## src/rtl/dram_arbiter_if.sv

```systemverilog
// Bundle of the two core request/response ports and the DRAM pin group.
// The arbiter uses the slave view; the cores plus DRAM side use the master view.
interface dram_arbiter_if #(
  parameter int unsigned ADDR_W = 16,
  parameter int unsigned DATA_W = 16
);
  logic              c0_req_valid;
  logic              c0_req_ready;
  logic              c0_req_we;
  logic [ADDR_W-1:0] c0_req_addr;
  logic [DATA_W-1:0] c0_req_wdata;
  logic              c0_resp_valid;
  logic [DATA_W-1:0] c0_resp_rdata;

  logic              c1_req_valid;
  logic              c1_req_ready;
  logic              c1_req_we;
  logic [ADDR_W-1:0] c1_req_addr;
  logic [DATA_W-1:0] c1_req_wdata;
  logic              c1_resp_valid;
  logic [DATA_W-1:0] c1_resp_rdata;

  logic              mem_write_en;
  logic [ADDR_W-1:0] mem_addr;
  logic [DATA_W-1:0] mem_data_in;
  logic [DATA_W-1:0] mem_data_out;

  modport slave (
    input  c0_req_valid, c0_req_we, c0_req_addr, c0_req_wdata,
    output c0_req_ready, c0_resp_valid, c0_resp_rdata,
    input  c1_req_valid, c1_req_we, c1_req_addr, c1_req_wdata,
    output c1_req_ready, c1_resp_valid, c1_resp_rdata,
    output mem_write_en, mem_addr, mem_data_in,
    input  mem_data_out
  );

  modport master (
    output c0_req_valid, c0_req_we, c0_req_addr, c0_req_wdata,
    input  c0_req_ready, c0_resp_valid, c0_resp_rdata,
    output c1_req_valid, c1_req_we, c1_req_addr, c1_req_wdata,
    input  c1_req_ready, c1_resp_valid, c1_resp_rdata,
    input  mem_write_en, mem_addr, mem_data_in,
    output mem_data_out
  );
endinterface

```

## src/rtl/dram_arbiter.sv

```systemverilog
// Two-core round-robin initiator for a single-port DRAM with one-cycle
// synchronous read latency. One request in flight at a time.
module dram_arbiter #(
  parameter int unsigned ADDR_W = 16,
  parameter int unsigned DATA_W = 16
) (
  input logic           clk,
  input logic           rst,
  dram_arbiter_if.slave bus
);

  typedef enum logic [1:0] {IDLE, ACCESS, READ_WAIT} state_t;

  state_t            state_q, state_d;
  logic              last_q, last_d;     // core granted on the most recent accept
  logic              owner_q, owner_d;   // core owning the request in flight
  logic              we_q, we_d;
  logic [ADDR_W-1:0] addr_q, addr_d;
  logic [DATA_W-1:0] din_q, din_d;
  logic              rv0_q, rv0_d;
  logic              rv1_q, rv1_d;
  logic [DATA_W-1:0] rd0_q, rd0_d;
  logic [DATA_W-1:0] rd1_q, rd1_d;

  logic sel;
  logic any_valid;
  logic accept;

  // Round-robin selection: a tie goes to the core not granted last time.
  always_comb begin
    any_valid = bus.c0_req_valid | bus.c1_req_valid;
    if (bus.c0_req_valid && bus.c1_req_valid) sel = ~last_q;
    else                                      sel = bus.c1_req_valid;
    accept = (state_q == IDLE) && any_valid;
  end

  assign bus.c0_req_ready  = accept && !sel;
  assign bus.c1_req_ready  = accept &&  sel;
  assign bus.mem_write_en  = we_q;
  assign bus.mem_addr      = addr_q;
  assign bus.mem_data_in   = din_q;
  assign bus.c0_resp_valid = rv0_q;
  assign bus.c1_resp_valid = rv1_q;
  assign bus.c0_resp_rdata = rd0_q;
  assign bus.c1_resp_rdata = rd1_q;

  // Next-state and registered-output logic for the access sequencer.
  always_comb begin
    state_d = state_q;
    last_d  = last_q;
    owner_d = owner_q;
    we_d    = we_q;
    addr_d  = addr_q;
    din_d   = din_q;
    rv0_d   = 1'b0;
    rv1_d   = 1'b0;
    rd0_d   = rd0_q;
    rd1_d   = rd1_q;
    case (state_q)
      IDLE: begin
        if (accept) begin
          state_d = ACCESS;
          owner_d = sel;
          last_d  = sel;
          we_d    = sel ? bus.c1_req_we    : bus.c0_req_we;
          addr_d  = sel ? bus.c1_req_addr  : bus.c0_req_addr;
          din_d   = sel ? bus.c1_req_wdata : bus.c0_req_wdata;
        end
      end
      ACCESS: begin
        we_d = 1'b0;
        if (we_q) begin
          state_d = IDLE;
          if (owner_q) rv1_d = 1'b1;
          else         rv0_d = 1'b1;
        end else begin
          state_d = READ_WAIT;
        end
      end
      READ_WAIT: begin
        state_d = IDLE;
        if (owner_q) begin
          rv1_d = 1'b1;
          rd1_d = bus.mem_data_out;
        end else begin
          rv0_d = 1'b1;
          rd0_d = bus.mem_data_out;
        end
      end
      default: state_d = IDLE;
    endcase
  end

  // State and output registers; async reset drops write_en immediately.
  always_ff @(posedge clk or posedge rst) begin
    if (rst) begin
      state_q <= IDLE;
      last_q  <= 1'b1;
      owner_q <= 1'b0;
      we_q    <= 1'b0;
      addr_q  <= '0;
      din_q   <= '0;
      rv0_q   <= 1'b0;
      rv1_q   <= 1'b0;
      rd0_q   <= '0;
      rd1_q   <= '0;
    end else begin
      state_q <= state_d;
      last_q  <= last_d;
      owner_q <= owner_d;
      we_q    <= we_d;
      addr_q  <= addr_d;
      din_q   <= din_d;
      rv0_q   <= rv0_d;
      rv1_q   <= rv1_d;
      rd0_q   <= rd0_d;
      rd1_q   <= rd1_d;
    end
  end

endmodule

```

## src/flat_wrapper.sv

```systemverilog
// flat-port wrapper written by rule: the top's interface ports become plain ports
module dram_arbiter_flat 
#(
  parameter int unsigned ADDR_W = 16,
  parameter int unsigned DATA_W = 16
)
  (clk, rst, bus_c0_req_valid, bus_c0_req_we, bus_c0_req_addr, bus_c0_req_wdata, bus_c0_req_ready, bus_c0_resp_valid, bus_c0_resp_rdata, bus_c1_req_valid, bus_c1_req_we, bus_c1_req_addr, bus_c1_req_wdata, bus_c1_req_ready, bus_c1_resp_valid, bus_c1_resp_rdata, bus_mem_write_en, bus_mem_addr, bus_mem_data_in, bus_mem_data_out);
  dram_arbiter_if #(.ADDR_W(ADDR_W), .DATA_W(DATA_W)) bus_i ();
  input logic clk;
  input logic rst;
  input wire logic [$bits(bus_i.c0_req_valid)-1:0] bus_c0_req_valid;
  input wire logic [$bits(bus_i.c0_req_we)-1:0] bus_c0_req_we;
  input wire logic [$bits(bus_i.c0_req_addr)-1:0] bus_c0_req_addr;
  input wire logic [$bits(bus_i.c0_req_wdata)-1:0] bus_c0_req_wdata;
  output wire logic [$bits(bus_i.c0_req_ready)-1:0] bus_c0_req_ready;
  output wire logic [$bits(bus_i.c0_resp_valid)-1:0] bus_c0_resp_valid;
  output wire logic [$bits(bus_i.c0_resp_rdata)-1:0] bus_c0_resp_rdata;
  input wire logic [$bits(bus_i.c1_req_valid)-1:0] bus_c1_req_valid;
  input wire logic [$bits(bus_i.c1_req_we)-1:0] bus_c1_req_we;
  input wire logic [$bits(bus_i.c1_req_addr)-1:0] bus_c1_req_addr;
  input wire logic [$bits(bus_i.c1_req_wdata)-1:0] bus_c1_req_wdata;
  output wire logic [$bits(bus_i.c1_req_ready)-1:0] bus_c1_req_ready;
  output wire logic [$bits(bus_i.c1_resp_valid)-1:0] bus_c1_resp_valid;
  output wire logic [$bits(bus_i.c1_resp_rdata)-1:0] bus_c1_resp_rdata;
  output wire logic [$bits(bus_i.mem_write_en)-1:0] bus_mem_write_en;
  output wire logic [$bits(bus_i.mem_addr)-1:0] bus_mem_addr;
  output wire logic [$bits(bus_i.mem_data_in)-1:0] bus_mem_data_in;
  input wire logic [$bits(bus_i.mem_data_out)-1:0] bus_mem_data_out;
  assign bus_i.c0_req_valid = bus_c0_req_valid;
  assign bus_i.c0_req_we = bus_c0_req_we;
  assign bus_i.c0_req_addr = bus_c0_req_addr;
  assign bus_i.c0_req_wdata = bus_c0_req_wdata;
  assign bus_c0_req_ready = bus_i.c0_req_ready;
  assign bus_c0_resp_valid = bus_i.c0_resp_valid;
  assign bus_c0_resp_rdata = bus_i.c0_resp_rdata;
  assign bus_i.c1_req_valid = bus_c1_req_valid;
  assign bus_i.c1_req_we = bus_c1_req_we;
  assign bus_i.c1_req_addr = bus_c1_req_addr;
  assign bus_i.c1_req_wdata = bus_c1_req_wdata;
  assign bus_c1_req_ready = bus_i.c1_req_ready;
  assign bus_c1_resp_valid = bus_i.c1_resp_valid;
  assign bus_c1_resp_rdata = bus_i.c1_resp_rdata;
  assign bus_mem_write_en = bus_i.mem_write_en;
  assign bus_mem_addr = bus_i.mem_addr;
  assign bus_mem_data_in = bus_i.mem_data_in;
  assign bus_i.mem_data_out = bus_mem_data_out;
  dram_arbiter #(.ADDR_W(ADDR_W), .DATA_W(DATA_W)) u_core (.clk(clk), .rst(rst), .bus(bus_i));
endmodule
```

## config.mk

```make
export PLATFORM = sky130hd
export DESIGN_NAME = dram_arbiter_flat
export DESIGN_NICKNAME = d
export VERILOG_FILES = /design/src/rtl/dram_arbiter_if.sv /design/src/rtl/dram_arbiter.sv /design/src/flat_wrapper.sv
export SDC_FILE = /design/constraint.sdc
export NUM_CORES = 1
export LEC_CHECK = 0
export BUFFER_PORTS_ARGS = -buffer_cell sky130_fd_sc_hd__buf_2
export CAP_MARGIN = 20
export CORE_ASPECT_RATIO = 2
export CORE_MARGIN = 2
export CORE_UTILIZATION = 45
export DETAILED_ROUTE_END_ITERATION = 12
export HOLD_SLACK_MARGIN = 0.12
export PLACE_DENSITY = 0.77
export SKIP_LAST_GASP = 1
export SYNTH_ARGS = -nofsm -noshare
export SYNTH_HDL_FRONTEND = slang
export SYNTH_SLANG_ARGS = --single-unit
```

## constraint.sdc

```tcl
create_clock -name clk -period 2.3 [get_ports clk]
set_clock_uncertainty 0.1 [all_clocks]
set_input_delay 0.115 -clock clk [delete_from_list [all_inputs] [get_ports clk]]
set_output_delay 0.115 -clock clk [all_outputs]
set_load 0.01 [all_outputs]
```

==> summary.md <==
| Metric | Value |
|---|---|
| Share of cells above drive strength 1 | 45.9% |
| Number of fill cells | 438 |
| Worst Slack Setup Final | 0.130 ns |
| Synth-to-layout area growth | 66.3% |
| Wire per inst | 16.9 um |
| Vias per cell | 5.11 |
| Die Ht | 119 um |
| Hold Startpoint | bus_c0_req_valid |
| Stages on worst setup path | 6 |
| Routed Antenna Nets | 0 |
| CTS tree | built |
| PwrDens | 1220 nW/um^2 |
| Worst skew pair latency | 0.32 ns |
| Clock Pin Slew Worst Setup and Hold Paths | 0.05 ns |
| H-tree level count | 3 |
| CP max stage cell | dfrtp_1 |
| Worst setup SP type | flop |
| DRT iter0 DRCs | 184 |
| WL final | 9.32 mm |
| F_max | 461 MHz |
| Status | complete, no violations |
| Post-synth net total | 305 |
| Slew Viols, Final | 0 |
| CP Class | reg2out |
| Initial antenna violation count | 0 |
| Synth area leaders | dfrtp_1 (59%), mux2_2 (12%), a221o_1 (11%) |
| CTS buffer count | 9 |
| Max incr delay on CP | 0.40 ns |
| I/O Buffers | 154 |
| N_diodes | 0 |
| Fin crit share | 94.3% |
| Final Wtd Congestion | 0.769 |
| First-pass GRT wire length | 14.2 mm |
| Rel. slew slack | 28.9% |
| 1st-pass router iterations | 4 |
| Largest net degree at the start of global routing | 44 |
| Cells after Synth | 214 |
| Vias in the first global route | 3000 |
| Nets | 548 |
| FP Rows | 42 |
| GRT Total Usage | 26.2% |
| WP data arrival | 1.95 ns |
| Root Buffer | clkbuf_16 |
| Core box area | 6520 um^2 |
| Crit end category | output pin |
| Syn. warnings | 0 |
| Leakage Power | 2.44 nW |
| DRC | 0 |
| Synthesized area | 2990 um^2 |
| Setup violators final | 0 |
| Routed vias | 2810 |
| Setup TNS | 0 ns |
| Min Hold Slack | 0.168 ns |
| TritonCTS Sinks | 71 |
| Initial Util | 45.8% |
| Register area share after synthesis | 59.6% |
| Final min period | 2.17 ns |
| Share of the synthesized area in the top cell type | 58.7% |
| Final Hold Fails | 0 |
| Die Area | 7340 um^2 |
| Hold Path Depth | 4 |
| Post-CTS Setup Bufs | 0 |
| Worst path bufs/invs | 3 |
| Critical Path RT | 2.09 ns |
| VDD IR max | 0.807 mV |
| Max cap viols | 0 |
| Type of the worst min-delay path | in2reg |
| Slew @ Worst Pin | 1.07 ns |
| Avg Cell Area, Syn | 14.0 um^2 |
| DP Worst Slack | 0.371 ns |
| Grt ovf | 0 |
| Synth unique cells | 25 |
| Die width | 61.6 um |
| Worst-case clock buffer depth | 2 |
| Crit-path max FO | 35 |
| FF-to-FF path depth | 6 |
| Worst path cell trace | inv_1, ha_1, nand2_1, a21oi_2, buf_4, buf_2 |
| RSZ-0062 raised after global routing | false |
| Placed wire-length estimate | 5.06 mm |
| Dominant cell type by area after synthesis | dfrtp_1 |
| # IOs | 155 |
| Number of synthesized register bits | 71 |
| Critical path's top delay family | buffers and inverters |
| FF-to-FF Start | u_core.state_q[1] |
| Crit path launch | u_core.state_q[1] |
==> final cells by class <==
cell class                      instances  area [um^2]  area share, %
Sequential cell                        71         1780           35.8
Timing Repair Buffer                  245         1680           33.9
Multi-Input combinational cell        126         1100           22.2
Clock buffer                           12          256           5.17
Tap cell                               88          110           2.22
Clock inverter                          4         20.0          0.403
Inverter                                4         15.0          0.302
==> power breakdown <==
part	leakage, nW	switching, mW	internal [mW]	total (mW)
clock network	0.142	0.484	0.780	1.26
registers	0.857	0.336	1.88	2.21
logic	1.44	1.23	1.34	2.57
==> metrics by stage <==
step	cells	total power [mW]	instance area, um^2	util (%)
3_3_place_gp	448	4.49	3830	58.7
2_1_floorplan	214	3.70	2990	-
3_5_place_dp	448	4.61	3830	58.7
5_1_grt	550	6.41	4960	76.2
6_report	550	6.05	4960	76.2
4_1_cts	550	6.01	4960	76.2
==> cell usage after synthesis <==
master	number
dfrtp_1	70
a2111o_1	1
nand4_1	1
ha_1	5
inv_1	4
nor2_1	2
clkbuf_1	3
a21oi_1	2
nor2b_1	2
a221o_1	32
o21ai_2	1
buf_6	4
and3_4	1
buf_4	1
nor3b_1	2
nand3_1	1
a21oi_2	1
nand2_1	4
a21o_1	2
dfstp_2	1
buf_2	5
and2_1	32
mux2_2	33
o21ai_0	2
nand2b_1	2
==> per-layer routing <==
metal / wire, um / GRT usage, % / vias up / part of all wire (%)
met5: 0 / 0 / - / 0
met3: 721 / 7.17 / 30 / 7.7
met2: 4760 / 42.4 / 165 / 51
li1: - / - / 1274 / -
met4: 299 / 12.0 / 0 / 3.2
met1: 3540 / 31.0 / 1341 / 38
==> registers in the layout (all words and copies together) (netlist names) <==
signal	count
u_core.owner_q	1
u_core.bus.c0_resp_valid	1
u_core.bus.c1_resp_valid	1
u_core.bus.c0_resp_rdata	16
u_core.last_q	1
u_core.state_q	2
u_core.bus.mem_addr	16
u_core.bus.mem_write_en	1
u_core.bus.c1_resp_rdata	16
u_core.bus.mem_data_in	16
==> tightest hold or removal path, stage by stage <==
cell and delay, ns:
buf_2 0.15, nor3b_1 0.12, nand2_1 0.08, o21ai_0 0.08
==> cells in the final DEF, fill, tap and decap left out, types with 2 or more instances in the layout <==
cell | netlist | final
buf_2 | 5 | 154
dlygate4sd3_1 | 0 | 86
dfrtp_1 | 70 | 70
mux2_2 | 33 | 33
and2_1 | 32 | 32
a221o_1 | 32 | 32
clkbuf_16 | 0 | 9
ha_1 | 5 | 5
nand2_1 | 4 | 4
clkinv_2 | 0 | 4
buf_4 | 1 | 4
inv_1 | 4 | 3
a21o_1 | 2 | 2
nand2b_1 | 2 | 2
nor2b_1 | 2 | 2
nor3b_1 | 2 | 2
nor2_1 | 2 | 2
o21ai_0 | 2 | 2
a21oi_1 | 2 | 2
clkbuf_8 | 0 | 2
==> logic make-up (layout without fill, tap and decap cells) <==
kind of cell               count (synthesis)  count (layout)  share of synthesized area [%]
AOI/OAI and AO/OA                         41              41                           12.9
and+or+nand+nor                           47              47                           9.56
buffers and inverters                     17             265                           3.48
muxes                                     33              33                           12.4
adders and majority gates                  5               5                           2.10
DFF                                       71              71                           59.6
==> final timing paths <==
| kind | to | slack [ns] |
|---|---|---|
| max in group asynchronous | u_core.bus.c0_resp_rdata[13] | 0.98 |
| worst max-delay path | bus_c1_req_ready | 0.13 |
| worst min-delay path | u_core.state_q[1] | 0.17 |
| worst max register to register | u_core.bus.mem_write_en | 0.28 |
| min in group asynchronous | u_core.bus.c0_resp_rdata[5] | 0.47 |
| worst min register to register | u_core.bus.c1_resp_rdata[3] | 0.40 |
==> timing repair <==
item,4_1_cts,5_1_grt
hold buffers,86,0
hold endpoints to repair,107,0
endpoints found under the setup margin,0,0
gates resized for setup,0,0
(Power assumes the default switching activity.)
